### src/rtl/add_sub_pkg.sv
// add_sub_pkg: shared FSM state type and mode constants for the sliced adder/subtractor
package add_sub_pkg;
  typedef enum logic [1:0] {IDLE, RUN, DONE} state_t;
  localparam logic MODE_ADD = 1'b1;
  localparam logic MODE_SUB = 1'b0;
endpackage

### src/rtl/add_sub_slice.sv
// add_sub_slice: combinational CHUNK-bit add/subtract slice (b inverted when en = 0)
module add_sub_slice #(
  parameter int CHUNK = 8
) (
  input  logic [CHUNK-1:0] a,
  input  logic [CHUNK-1:0] b,
  input  logic             ci,
  input  logic             en,
  output logic [CHUNK-1:0] s,
  output logic             co
);
  assign {co, s} = {1'b0, a} + {1'b0, en ? b : ~b} + (CHUNK+1)'(ci);
endmodule

### src/rtl/add_sub_seq.sv
// add_sub_seq: multi-cycle WIDTH-bit add/subtract, one CHUNK slice per clock with valid/ready.
// Define ADD_SUB_OVF_EN to add the registered signed-overflow output ovf.
module add_sub_seq
  import add_sub_pkg::*;
#(
  parameter int WIDTH = 32,
  parameter int CHUNK = 8
) (
  input  logic             clk,
  input  logic             rst,
  input  logic             in_valid,
  output logic             in_ready,
  input  logic [WIDTH-1:0] a,
  input  logic [WIDTH-1:0] b,
  input  logic             cin,
  input  logic             en,
  output logic             out_valid,
  input  logic             out_ready,
  output logic [WIDTH-1:0] result,
  output logic             cout
`ifdef ADD_SUB_OVF_EN
  ,
  output logic             ovf
`endif
);
  localparam int NCHUNK = WIDTH / CHUNK;
  localparam int KW = NCHUNK > 1 ? $clog2(NCHUNK) : 1;
  localparam logic [KW-1:0] LAST = KW'(NCHUNK - 1);
  generate
    if (NCHUNK < 1 || WIDTH % CHUNK != 0) begin : g_bad_cfg
      $error("add_sub_seq: WIDTH must be a positive multiple of CHUNK");
    end
  endgenerate
  state_t state;
  logic [WIDTH-1:0] a_r, b_r;
  logic en_r, c, co;
  logic [KW-1:0] k;
  logic [CHUNK-1:0] s;
  logic [WIDTH+CHUNK-1:0] shifted;
  // Operands shift right each RUN cycle, so the active slice is always the low CHUNK bits;
  // the result fills from the top, landing every slice in place after the last one.
  add_sub_slice #(.CHUNK(CHUNK)) u_slice (
    .a (a_r[CHUNK-1:0]),
    .b (b_r[CHUNK-1:0]),
    .ci(c),
    .en(en_r),
    .s (s),
    .co(co)
  );
  assign in_ready  = state == IDLE && !rst;
  assign out_valid = state == DONE;
  assign shifted   = {s, result};
  always_ff @(posedge clk) begin
    if (rst) begin
      state  <= IDLE;
      result <= '0;
      cout   <= 1'b0;
`ifdef ADD_SUB_OVF_EN
      ovf    <= 1'b0;
`endif
      a_r    <= '0;
      b_r    <= '0;
      en_r   <= MODE_ADD;
      c      <= 1'b0;
      k      <= '0;
    end else begin
      case (state)
        IDLE: if (in_valid) begin
          a_r   <= a;
          b_r   <= b;
          en_r  <= en;
          c     <= en == MODE_ADD ? cin : ~cin;
          k     <= '0;
          state <= RUN;
        end
        RUN: begin
          a_r    <= a_r >> CHUNK;
          b_r    <= b_r >> CHUNK;
          result <= shifted[WIDTH+CHUNK-1:CHUNK];
          c      <= co;
          k      <= k + 1'b1;
          if (k == LAST) begin
            cout  <= en_r == MODE_ADD ? co : ~co;
`ifdef ADD_SUB_OVF_EN
            ovf   <= (a_r[CHUNK-1] == (en_r ? b_r[CHUNK-1] : ~b_r[CHUNK-1])) && (s[CHUNK-1] != a_r[CHUNK-1]);
`endif
            state <= DONE;
          end
        end
        DONE: if (out_ready) state <= IDLE;
        default: state <= IDLE;
      endcase
    end
  end
endmodule
### config.mk
export PLATFORM = sky130hd
export DESIGN_NAME = add_sub_seq
export DESIGN_NICKNAME = d
export VERILOG_FILES = /design/src/rtl/add_sub_pkg.sv /design/src/rtl/add_sub_slice.sv /design/src/rtl/add_sub_seq.sv
export SDC_FILE = /design/constraint.sdc
export NUM_CORES = 1
export LEC_CHECK = 0
export BUFFER_PORTS_ARGS = -buffer_cell sky130_fd_sc_hd__buf_2
export CAP_MARGIN = 30
export CORE_MARGIN = 10
export CORE_UTILIZATION = 40
export CTS_CLUSTER_SIZE = 20
export DETAILED_ROUTE_END_ITERATION = 16
export SLEW_MARGIN = 30
export SYNTH_ARGS = -nofsm -noshare
export SYNTH_HDL_FRONTEND = slang
export SYNTH_SLANG_ARGS = --single-unit
### constraint.sdc
create_clock -name clk -period 2.6 [get_ports clk]
set_input_delay 0.13 -clock clk [delete_from_list [all_inputs] [get_ports clk]]
set_output_delay 0.13 -clock clk [all_outputs]
set_load 0.02 [all_outputs]
Word level (Yosys, flattened, before mapping) --
Cells that the tools add are included.
Storage, ports and cells: register bits after elaboration 103, input bits 70, output and inout bits 35
Operators by class: $add $sub $neg 3, equal/unequal tests 6, muxes and demuxes 15, bitwise operators 3, reductions and logical operators 8
Operator list (count):
- case mux 32 bit (2 select lines) | 2
- two-way mux 32 bit | 2
- adder 8 x 8 -> 9 bit | 1
- adder 9 x 1 -> 9 bit | 1
- two-way mux 2 bit | 4
- two-way mux 8 bit | 1
- NOT 8 bit | 1
- case mux 2 bit (3 select lines) | 1
- AND reduction 2 bit | 3
- == test 2 bit (second input constant) | 2
- inequality test 2 bit (second input constant) | 2
- case mux 2 bit (2 select lines) | 1
- two-way mux 1 bit | 3
- AND reduction 3 bit | 1
- adder 2 x 1 -> 2 bit (second input constant) | 1
- == test 2 x 1 -> 1 bit (second input constant) | 1
- logical NOT 2 bit | 1
- inequality test 2 x 1 -> 1 bit (second input constant) | 1
- NOT 1 bit | 2
- case mux 1 bit (2 select lines) | 1
- nonzero test 2 bit | 1
- logical AND 1 bit | 1
- logical NOT 1 bit | 1

Depth between registers and ports, before layout --
Gate-level depths: netlist (run 1).
depth in word-level cells 6, depth in mapped cells 9, mapped depth without buffers 8

Cells and area by module --
A second synthesis (run 1) with hierarchy kept.
Second synthesis, totals: cells, all modules 549, area, all modules 4460.5 µm²
By module, submodules not included:
- add_sub_seq | instances 1, cells an instance 496, area each 4053.9 µm²
- add_sub_slice | instances 1, cells an instance 53, area each 406.6 µm²

Worst setup path before layout (run 1) --
No wires, ideal clock.
kind reg2reg, start point reg en_r, end point reg result[30], setup time 0.122 ns, arrival 2.214 ns, slack 0.264 ns, stages on the path, launching flop included 10, path through dfxtp_1 -> buf_2 -> xor2_1 -> fa_1 -> inv_1 -> fa_1 -> a211oi_2 -> o21ai_0 -> and3_1 -> a311o_1
Between the ends: longest elaborated chain between the ends 3
RTL lines:
- start: declaration | line add_sub_seq.sv:36 | logic en_r, c, co;
- start signal: assignment | line add_sub_seq.sv:71 | en_r <= en;
- two-way mux 8 bit | line add_sub_slice.sv:12 | assign {co, s} = {1'b0, a} + {1'b0, en ? b : ~b} + (CHUNK+1)'(ci);
- adder 8 x 8 -> 9 bit | line add_sub_slice.sv:12
- adder 9 x 1 -> 9 bit | line add_sub_slice.sv:12
- end signal: assignment | line add_sub_seq.sv:79 | result <= shifted[WIDTH+CHUNK-1:CHUNK];
- end: declaration | line add_sub_seq.sv:19 | output logic [WIDTH-1:0] result,
Every way passes these cells. A chain may end at the register's enable or synchronous reset.

Worst setup path after layout (run 1) --
Ends and elaborated chain as after synthesis.

==> results.md, run 1 <==
- Die span in x: 126.5 um
- Post-route minimum period: approximately 2.3 ns
- FF-to-FF End: result[30]$_SDFFE_PP0P_
- Fraction of registers with async set/reset: 0%
- Ys flop type: dfxtp_1
- CP Data Required Time: 2.83 ns
- Core area: 10980 sq um
- Final WL: 11.90 mm
- Global Route Usage Sum: ~15%
- Synth Cell Area: 4539 sq um
- Final Non-Filler Cells: 791
- Number of DRC markers in iteration 0: 315
- Startpoint types: flip-flop
- Number of synthesized flops with an enable pin: 0
- Via count: 4154
- Port Buffers: 104
- Routed Antenna Nets: 0
- Min-delay src: a[30]
- Yosys top cell area share: 45.42%
- Vert. Die Dim: approximately 130 um
- Root buffer cell: clkbuf_16
- Clk sinks: 103
- Pins Over Slew Limit: 0
- Critical path fanouts, max: 4
- Period utilization: 89.83%
- Setup_tns: 0 ns
- Cts hold-fix bufs: 0
- Drt pass-1 iters: 4
- Setup WS post-layout: 0.2644 ns
- Largest cells by area after synthesis: dfxtp_1, nand2_1, a311oi_1
- Register area share after synthesis: a little under half
- Residual DRC: 0
- Layout area overhead: 20.12%
- Setup Viol. Count Final: 0
- Final Wtd Congestion: a little under 0.8
- Skew final: 0.007844 ns
- RSZ-0062 raised after global routing: false
- Synth Register Bits: 103
- Cells after Synth: 567
- Share of post-route cells with drive strength above 1: a little over a fifth
- Initial antenna violation count: 0
- Clock Path Buffers: 2
- Syn. warnings: 0
- Post-synthesis net count: 647
- Remaining global-route overflow: 0
- PwrDens: 701.3 nW/um^2
- # rows: 38
- First-pass GRT wire length: 20.08 mm
- Crit. End Element: flip-flop
- Die area: 16010 sq um
- Dpl cells: roughly 780
- Postcts setup bufs: 0
- Critical R2R Launch: en_r$_SDFFE_PP1P_
- Most common cell after layout, fill and taps aside: nand2_1
- Fin nets: 726
- Max Cap Viol: 0
- Worst Path Arrival: approximately 2.6 ns
- Hold Path Depth: 3
- Clock Pin Slew Worst Setup and Hold Paths: 0.08 ns
- Synth unique cells: about 40
- DP HPWL: 8.424 mm
- Largest net degree at the start of global routing: 88
- Setup WS pre-CTS: 0.2909 ns
- Vias in the first global route: just over 4000
- Worst Hold Class: primary input to flip-flop
- WHS Endpoint: a_r[30]$_SDFFE_PP0P_
- Leakage power: 2.272 nW
- Clk_lat worst skew: roughly 0.34 ns
- H-tree depth: 3
- N_diodes: 0
- CTS buffer count: 9
- CTS tree: yes
- Worst-case reg-to-reg path depth: 8
- Reg2reg setup slack: approximately 0.26 ns
- WS Path Type: flip-flop to flip-flop
- Relative slew slack: roughly 50%
- Fmax achieved: around 430 MHz
- Post-synth top area cell: dfxtp_1
- PostCTS Resize Cnt: 0
- DR vias/cell: approximately 5.3
- Drt wl/cell: about 15 um
- Syn_area_per_cell: ~8.0 sq um
- Starting Density: 41.33%
- Most frequent cells in the layout: nand2_1, dfxtp_1, buf_2, nor2_1
- IO Pins: 105
- Final Core Density: between 40 and 50%
- Status: complete, no violations
- Final hold violations: 0
- Max VDD drop: 0.3388 mV
- Pin slew with the least headroom to its limit: 0.7320 ns
[report_power, final]
part / internal (W) / switching, W / leakage [nW] / total, W
combinational: 0.000264 / 0.000396 / 1.28 / 0.000660
clock: 0.000769 / 0.000625 / 0.150 / 0.00139
sequential: 0.00169 / 0.0000767 / 0.845 / 0.00177
total: 0.00273 / 0.00110 / 2.27 / 0.00382
[cell usage after synthesis (all sizes together), types with 7 or more instances]
cell type / n
a21oi: 48
a211oi: 7
clkbuf: 14
ha: 8
nand3: 20
xnor2: 9
buf: 33
a311oi: 48
nand2: 168
nor2: 60
dfxtp: 103
[metal layers]
layer	track usage [%]	up-vias	routed length, um
met3	4.165	18	648
li1	-	2128	-
met4	5.291	0	230
met5	0	-	0
met1	19.01	1912	5603
met2	22.45	96	5418
[logic make-up after synthesis]
family,after synthesis,synth area share (%)
buf+inv,51,5.788
fa+ha+maj,10,3.087
flops,103,45.42
compound gates,129,20.34
simple gates,264,23.43
xor+xnor,10,1.930
[critical path, stage by stage (launching register included)]
cell and delay, ns:
dfxtp_1 0.36, xor2_1 0.19, fa_1 0.23, inv_1 0.06, fa_1 0.44, a211oi_2 0.30, o21ai_0 0.16, and3_1 0.20
a311o_1 0.30
[worst max path at each step]
stage,depth (start not counted),start,to,slack (ns)
after detailed placement,8,en_r$_SDFFE_PP1P_,result[30]$_SDFFE_PP0P_,0.29
after global placement,8,b_r[0]$_SDFFE_PP0P_,result[30]$_SDFFE_PP0P_,0.36
after floorplan,9,en_r$_SDFFE_PP1P_,result[30]$_SDFFE_PP0P_,0.26
after CTS,8,b_r[0]$_SDFFE_PP0P_,result[30]$_SDFFE_PP0P_,0.26
after global routing,8,en_r$_SDFFE_PP1P_,result[30]$_SDFFE_PP0P_,0.12
final,8,en_r$_SDFFE_PP1P_,result[30]$_SDFFE_PP0P_,0.26
[registers in the layout, indices dropped and copies added, names as in the netlist]
name	count
state	2
k	2
result	32
b_r	32
cout	1
c	1
en_r	1
a_r	32
[through the flow]
step	power, W	cell area (sq um)	hold WS (ns)
after global placement	0.002453	5141	0.3705
after global routing	0.004027	5453	0.01296
after detailed placement	0.002469	5141	0.3811
after CTS	0.003871	5453	0.006861
after floorplan	0.002267	4539	0.2528
final	0.003824	5453	0.02075
[final cells by class]
| class | instances | area, sq um |
|---|---|---|
| Fill cell | 1088 | 5530 |
| Clock buffer | 9 | 225.2 |
| Sequential cell | 103 | 2062 |
| Timing Repair Buffer | 115 | 655.6 |
| Inverter | 4 | 15.01 |
| Clock inverter | 7 | 86.33 |
| Tap cell | 140 | 175.2 |
| Multi-Input combinational cell | 413 | 2233 |
No activity file was read; power rests on OpenSTA's default activity.
==> run 2: changes to the inputs <==
- BUFFER_PORTS_ARGS: -buffer_cell sky130_fd_sc_hd__buf_2 -> -buffer_cell sky130_fd_sc_hd__buf_4
- GPL_TIMING_DRIVEN: unset -> 0
- SYNTH_HIERARCHICAL: unset -> 1
==> results.md, run 2 <==
- Status: complete, no violations
- Clk_lat worst skew: 0.38 ns (+0.04 ns)
- WS Path Type: flip-flop to flip-flop
- Final Non-Filler Cells: 840 (+6.2%)
- Period utilization: 94.05% (+4.2 points)
- Most common cell after layout, fill and taps aside: nand2_1
- RSZ-0062 raised after global routing: false
- Main combinational cell family by area after synthesis: compound AO/OA/AOI/OAI gates
- Register area share after synthesis: 46.23% (+0.80 points)
- Most frequent cell after synthesis: nand2_1
- Largest cells by area after synthesis: dfxtp_1, a21oi_1, nand2_1
- Pins Over Slew Limit: 0 (unchanged)
- Starting Density: 40.97% (-0.36 points)
- Dpl cells: 792 (+2.2%)
- Crit. End Element: flip-flop
- Initial antenna violation count: 0 (unchanged)
- DR vias/cell: 5.052 (-3.8%)
- Pin slew with the least headroom to its limit: 0.6294 ns (-0.1025 ns)
- Relative slew slack: 58.04% (+6.9 points)
- # rows: 38 (unchanged)
- N_diodes: 0 (unchanged)
- Fmax achieved: 409.0 MHz (-4.5%)
- CP Data Required Time: 2.90 ns (+0.07 ns)
- Die span in x: 125.6 um (-0.74%)
- Root buffer cell: clkbuf_8
- Core area: 10890 sq um (-0.87%)
- Largest registers: a_r x32, b_r x32, result x32
- IO Pins: 105 (unchanged)
- Final WL: 13.14 mm (+10%)
- Vias in the first global route: 4329 (+6.6%)
- First-pass GRT wire length: 21.30 mm (+6.1%)
- Clock Pin Slew Worst Setup and Hold Paths: 0.11 ns (+0.03 ns)
- Global Route Usage Sum: 16.16% (+1.6 points)
- Post-Synth Adder-Cell Area: 3.142% (+0.055 points)
- Worst Path Arrival: 2.75 ns (+0.18 ns)
- Final hold violations: 0 (unchanged)
- Compound-cell area share of the yosys netlist: 23.73% (+3.4 points)
- Final Wtd Congestion: 0.8190 (+6.6%)
- Max VDD drop: 0.4091 mV (+21%)
- Setup Viol. Count Final: 0 (unchanged)
- Critical path fanouts, max: 4 (unchanged)
- Die area: 15780 sq um (-1.5%)
- H-tree depth: 3 (unchanged)
- DP HPWL: 10.02 mm (+19%)
- Skew final: 0.01341 ns (+0.005564 ns)
- Drt wl/cell: 15.64 um (+4.0%)
- Max Cap Viol: 0 (unchanged)
- Remaining global-route overflow: 0 (unchanged)
- Via count: 4244 (+2.2%)
- Ys flop type: dfxtp_1
- Routed Antenna Nets: 0 (unchanged)
- Most frequent cells in the layout: nand2_1, buf_4, dfxtp_1, a21oi_1, nor2_1
- CTS tree: yes
- Yosys top cell area share: 46.23% (+0.80 points)
- Post-synth top area cell: dfxtp_1
- Clock Path Buffers: 2 (unchanged)
- Synth Register Bits: 103 (unchanged)
- Fin nets: 775 (+6.7%)
- Number of DRC markers in iteration 0: 219 (-30%)
- Xor and xnor area share after synthesis: 2.749% (+0.82 points)
- Post-route minimum period: 2.445 ns (+0.1097 ns)
- Fraction of registers with async set/reset: 0% (unchanged)
- Synth unique cells: 35 (-15%)
- Largest net degree at the start of global routing: 19 (-78%)
- Worst Hold Class: primary input to flip-flop
- Vert. Die Dim: 125.6 um (-0.74%)
- Drt pass-1 iters: 5 (+1)
- Post-synth top cells: nand2_1, dfxtp_1, a21oi_1
- PwrDens: 600.6 nW/um^2 (-14%)
- Leakage power: 2.496 nW (+9.9%)
- Mux contribution to synthesized area: 0.2244% (+0.22 points)
- CTS buffer count: 9 (unchanged)
- Post-synthesis net count: 629 (-2.8%)
- Syn_area_per_cell: 8.125 sq um (+1.5%)
- Startpoint types: flip-flop
- Clk sinks: 103 (unchanged)
- Share of post-route cells with drive strength above 1: 23.86% (+2.5 points)
- Syn. warnings: 6 (+6)
- Residual DRC: 0 (unchanged)
- Setup WS post-layout: 0.1547 ns (-0.1097 ns)
- Synth Cell Area: 4461 sq um (-1.7%)
- Cells after Synth: 549 (-3.2%)
- Setup WS pre-CTS: -0.3659 ns (-0.6568 ns)
- Layout area overhead: 33.27%
- Number of synthesized flops with an enable pin: 0 (unchanged)
- Simple-gate portion of the synthesized area: 18.29% (-5.1 points)
- Port Buffers: 103 (-0.96%)
[run 2: path summary, 6_finish.rpt]
kind                          startpoint                     end  slack (ns)  cells after the start
setup / recovery       en_r$_SDFFE_PP1P_       cout$_SDFFE_PP0P_        0.15                     11
hold / removal                     a[19]    a_r[19]$_SDFFE_PP0P_       0.009                      3
setup reg to reg       en_r$_SDFFE_PP1P_       cout$_SDFFE_PP0P_        0.15                     11
hold reg to reg   result[7]$_SDFFE_PP0N_  result[7]$_SDFFE_PP0N_        0.46                      2
[run 2: routing by layer]
metal  vias up  GRT usage, %  share of wire [%]
met4         0         2.846                1.0
met1      1963         19.38                 45
met5         -             0                  0
li1       2162             -                  -
met2       107         28.33                 49
met3        12         4.478                5.5
[run 2: area by class of cell]
cell class | count | area [sq um]
fillers | 1070 | 4943
multi-input cells | 392 | 2163
flip-flops and latches | 103 | 2066
repair buffers | 136 | 1094
plain buffers | 44 | 212.7
well taps | 140 | 175.2
clock buffers | 11 | 151.4
clock inverters | 5 | 48.80
inverters | 9 | 33.78
[run 2: repair_timing]
action	4_1_cts	5_1_grt
endpoints found under the setup margin	3	3
hold buffers	29	0
pin swaps	4	5
resized for setup	6	2
setup buffers	3	1
cloned	0	0
endpoints found under the hold margin	29	0
[run 2: cells by family (layout without fill, tap and decap cells)]
family,Yosys count,after routing
xor+xnor,14,14
buf+inv,54,205
fa+ha+maj,10,10
mux,1,1
compound gates,164,164
simple gates,203,203
flops,103,103
[run 2: power breakdown]
group	total, W	internal, W	switching (W)
logic	0.000801	0.000368	0.000433
registers	0.00177	0.00169	0.0000770
clock network	0.00100	0.000420	0.000584
total	0.00357	0.00248	0.00109
[run 2: worst max-delay path, cell delays in order, from the launching register on]
cell,delay (ns)
dfxtp_4,0.38
xor2_1,0.18
fa_2,0.39
fa_2,0.38
nor2b_4,0.12
o21ai_2,0.06
a21oi_2,0.20
o21ai_2,0.08
a21oi_2,0.21
xnor2_1,0.15
nand3_1,0.09
a21oi_1,0.14
[run 2: through the flow]
step	hold WS (ns)	setup TNS (ns)	area, sq um	total power, W	util (%)
3_3_place_gp	0.3576	-0.4374	5411	0.002535	49.70
2_1_floorplan	0.2479	0	4463	0.002280	-
6_report	0.008802	0	5944	0.003570	54.60
3_5_place_dp	0.3665	-0.6847	5411	0.002550	49.70
4_1_cts	0.0002794	0	5938	0.003596	54.54
5_1_grt	0.004408	0	5944	0.003756	54.60
==> run 3: changes to the inputs <==
- SYNTH_HIERARCHICAL: 1 -> unset
==> results.md, run 3 (synthesized netlist as in run 1, its figures left out) <==
- Status: complete, no violations
- N_diodes: 0 (unchanged)
- Worst Path Arrival: 2.67 ns (-0.08 ns)
- Max incr delay on CP: 0.43 ns (+0.04 ns)
- Starting Density: 41.33% (+0.36 points)
- Layout area overhead: 27.87%
- M3 GR Usage: 3.707% (-0.77 points)
- Total power: 0.003813 W (+6.8%)
- Share of post-route cells with drive strength above 1: 23.22% (-0.64 points)
- IO Pins: 105 (unchanged)
- Most common cell after layout, fill and taps aside: nand2_1
- Cell family with most CP delay: compound AO/OA/AOI/OAI gates
- CTS buffer count: 9 (unchanged)
- Crit. End Element: flip-flop
- First-pass GRT wire length: 21.94 mm (+3.0%)
- Critical R2R Launch: en_r$_SDFFE_PP1P_
- Internal power: 0.002682 W (+8.3%)
- WP buf/inv: 3 (+3)
- Clock Path Buffers: 2 (unchanged)
- H-tree depth: 3 (unchanged)
- Vert. Die Dim: 126.5 um (+0.74%)
- Combinational share of power: 19.7% (-2.7 points)
- Clk sinks: 103 (unchanged)
- Pin slew with the least headroom to its limit: 0.6437 ns (+0.01424 ns)
- Worst-case reg-to-reg path depth: 10 (-1)
- Relative slew slack: 57.09% (-0.95 points)
- Hold Path Depth: 3 (unchanged)
- Final WL: 13.71 mm (+4.3%)
- Via count: 4329 (+2.0%)
- Drt pass-1 iters: 5 (unchanged)
- Final Wtd Congestion: 0.8803 (+7.5%)
- Drt wl/cell: 16.53 um (+5.7%)
- Clk_lat worst skew: 0.35 ns (-0.03 ns)
- DP HPWL: 10.74 mm (+7.2%)
- Largest registers: a_r x32, b_r x32, result x32
- WS Path Type: flip-flop to flip-flop
- Final Core Density: 52.85% (-1.7 points)
- Period utilization: 94.04% (about the same)
- Pins Over Slew Limit: 0 (unchanged)
- Die area: 16010 sq um (+1.5%)
- Crit path max-delay cell type: fa_1
- Clock power share: 33.8% (+5.7 points)
- Skew final: 0.01108 ns (-0.002325 ns)
- Met1 global-route usage: 19.38% (about the same)
- Final hold violations: 0 (unchanged)
- DR vias/cell: 5.222 (+3.4%)
- Root buffer cell: clkbuf_16
- Critical path fanouts, max: 10 (+6)
- Clock Pin Slew Worst Setup and Hold Paths: 0.07 ns (-0.04 ns)
- Psw: 0.001131 W (+3.4%)
- Setup_tns: 0 ns (unchanged)
- Routed Antenna Nets: 0 (unchanged)
- Most frequent cells in the layout: nand2_1, buf_4, dfxtp_1, nor2_1
- Busiest grt layer: met2
- Leakage power: 2.405 nW (-3.7%)
- Max Cap Viol: 0 (unchanged)
- Core area: 10980 sq um (+0.87%)
- # rows: 38 (unchanged)
- Max VDD drop: 0.3392 mV (-17%)
- Post-placement cell area: 5495 sq um (+1.5%)
- Cts hold-fix bufs: 0 (-100%)
- RSZ-0062 raised after global routing: false
- Met2 Use GR: 28.98% (+0.65 points)
- Global Route Usage Sum: 16.48% (+0.32 points)
- Port Buffers: 104 (+0.97%)
- Number of DRC markers in iteration 0: 258 (+18%)
- Vias in the first global route: 4401 (+1.7%)
- Switching part of the total: 29.67% (-0.98 points)
- Top cell by count, worst path: fa_1
- Min-delay src: b[28]
- FF-to-FF End: cout$_SDFFE_PP0P_
- Startpoint types: flip-flop
- Post-route minimum period: 2.445 ns (-0.0002100 ns)
- Residual DRC: 0 (unchanged)
- Design area: 5804 sq um (-2.4%)
- PwrDens: 657.0 nW/um^2 (+9.4%)
- Die span in x: 126.5 um (+0.74%)
- Reg2reg setup slack: 0.15 ns (about the same)
- Crit-path cells: buf_6 > xor2_2 > fa_1 > inv_1 > fa_1 > a211oi_2 > buf_4 > o21ai_0 > o211a_1 > o31a_1
- Flop pwr share: 46.5% (-3.0 points)
- CP Data Required Time: 2.83 ns (-0.07 ns)
- CTS tree: yes
- Fin nets: 764 (-1.4%)
- Worst Hold Class: primary input to flip-flop
- Fmax achieved: 409.0 MHz (about the same)
- Remaining global-route overflow: 0 (unchanged)
- WHS Endpoint: b_r[28]$_SDFFE_PP0P_
- Largest net degree at the start of global routing: 19 (unchanged)
- Initial antenna violation count: 0 (unchanged)
- Setup Viol. Count Final: 0 (unchanged)
-- run 3: per-stage QoR --
stage | hold slack (ns) | instances | setup slack (ns)
floorplan | 0.2528 | 567 | 0.2638
global placement | 0.3799 | 811 | 0.03069
detailed placement | 0.3871 | 811 | 0.007440
CTS | 0.02186 | 828 | 0.03117
global route | 0.02464 | 829 | 0.01538
finish | 0.02814 | 829 | 0.1549
-- run 3: tightest hold or removal path: cells and delay by family --
kind / cells / cell delay [ns]
buf+inv: 1 / 0.11
simple gates: 1 / 0.05
compound gates: 1 / 0.05
-- run 3: worst max-delay path by stage --
stage | start | end | slack (ns) | depth (start not counted)
final | en_r$_SDFFE_PP1P_ | cout$_SDFFE_PP0P_ | 0.15 | 10
after global routing | en_r$_SDFFE_PP1P_ | cout$_SDFFE_PP0P_ | 0.02 | 10
after CTS | en_r$_SDFFE_PP1P_ | result[30]$_SDFFE_PP0P_ | 0.03 | 9
after detailed placement | en_r$_SDFFE_PP1P_ | result[30]$_SDFFE_PP0P_ | 0.007 | 9
after global placement | en_r$_SDFFE_PP1P_ | result[30]$_SDFFE_PP0P_ | 0.03 | 9
after floorplan | en_r$_SDFFE_PP1P_ | result[30]$_SDFFE_PP0P_ | 0.26 | 9
-- run 3: routing by layer --
metal	up-vias	wire length [um]	share of wire, %
met5	-	0	0
met4	0	221	1.6
met3	16	725	5.3
met2	103	6698	49
met1	2007	6063	44
li1	2203	-	-
-- run 3: cell type report --
| type | count | area, sq um |
|---|---|---|
| Multi-Input combinational cell | 413 | 2222 |
| Fill cell | 1103 | 5179 |
| Clock buffer | 10 | 229.0 |
| Clock inverter | 6 | 51.30 |
| Inverter | 4 | 15.01 |
| Buffer | 47 | 254.0 |
| Tap cell | 140 | 175.2 |
| Timing Repair Buffer | 106 | 795.8 |
| Sequential cell | 103 | 2062 |
-- run 3: power by group through the flow --
stage	clock network [W]	registers (W)	logic, W
finish	0.00129	0.00177	0.000753
global route	0.00137	0.00179	0.000832
CTS	0.00132	0.00177	0.000750
global placement	0	0.00181	0.000728
floorplan	0	0.00181	0.000459
detailed placement	0	0.00181	0.000741
-- run 3: what timing repair did --
action | in CTS | in global routing
setup endpoints to repair | 1 | 2
gates resized for setup | 1 | 2
setup buffers | 1 | 1
pin swaps | 1 | 1
hold endpoints to repair | 0 | 0
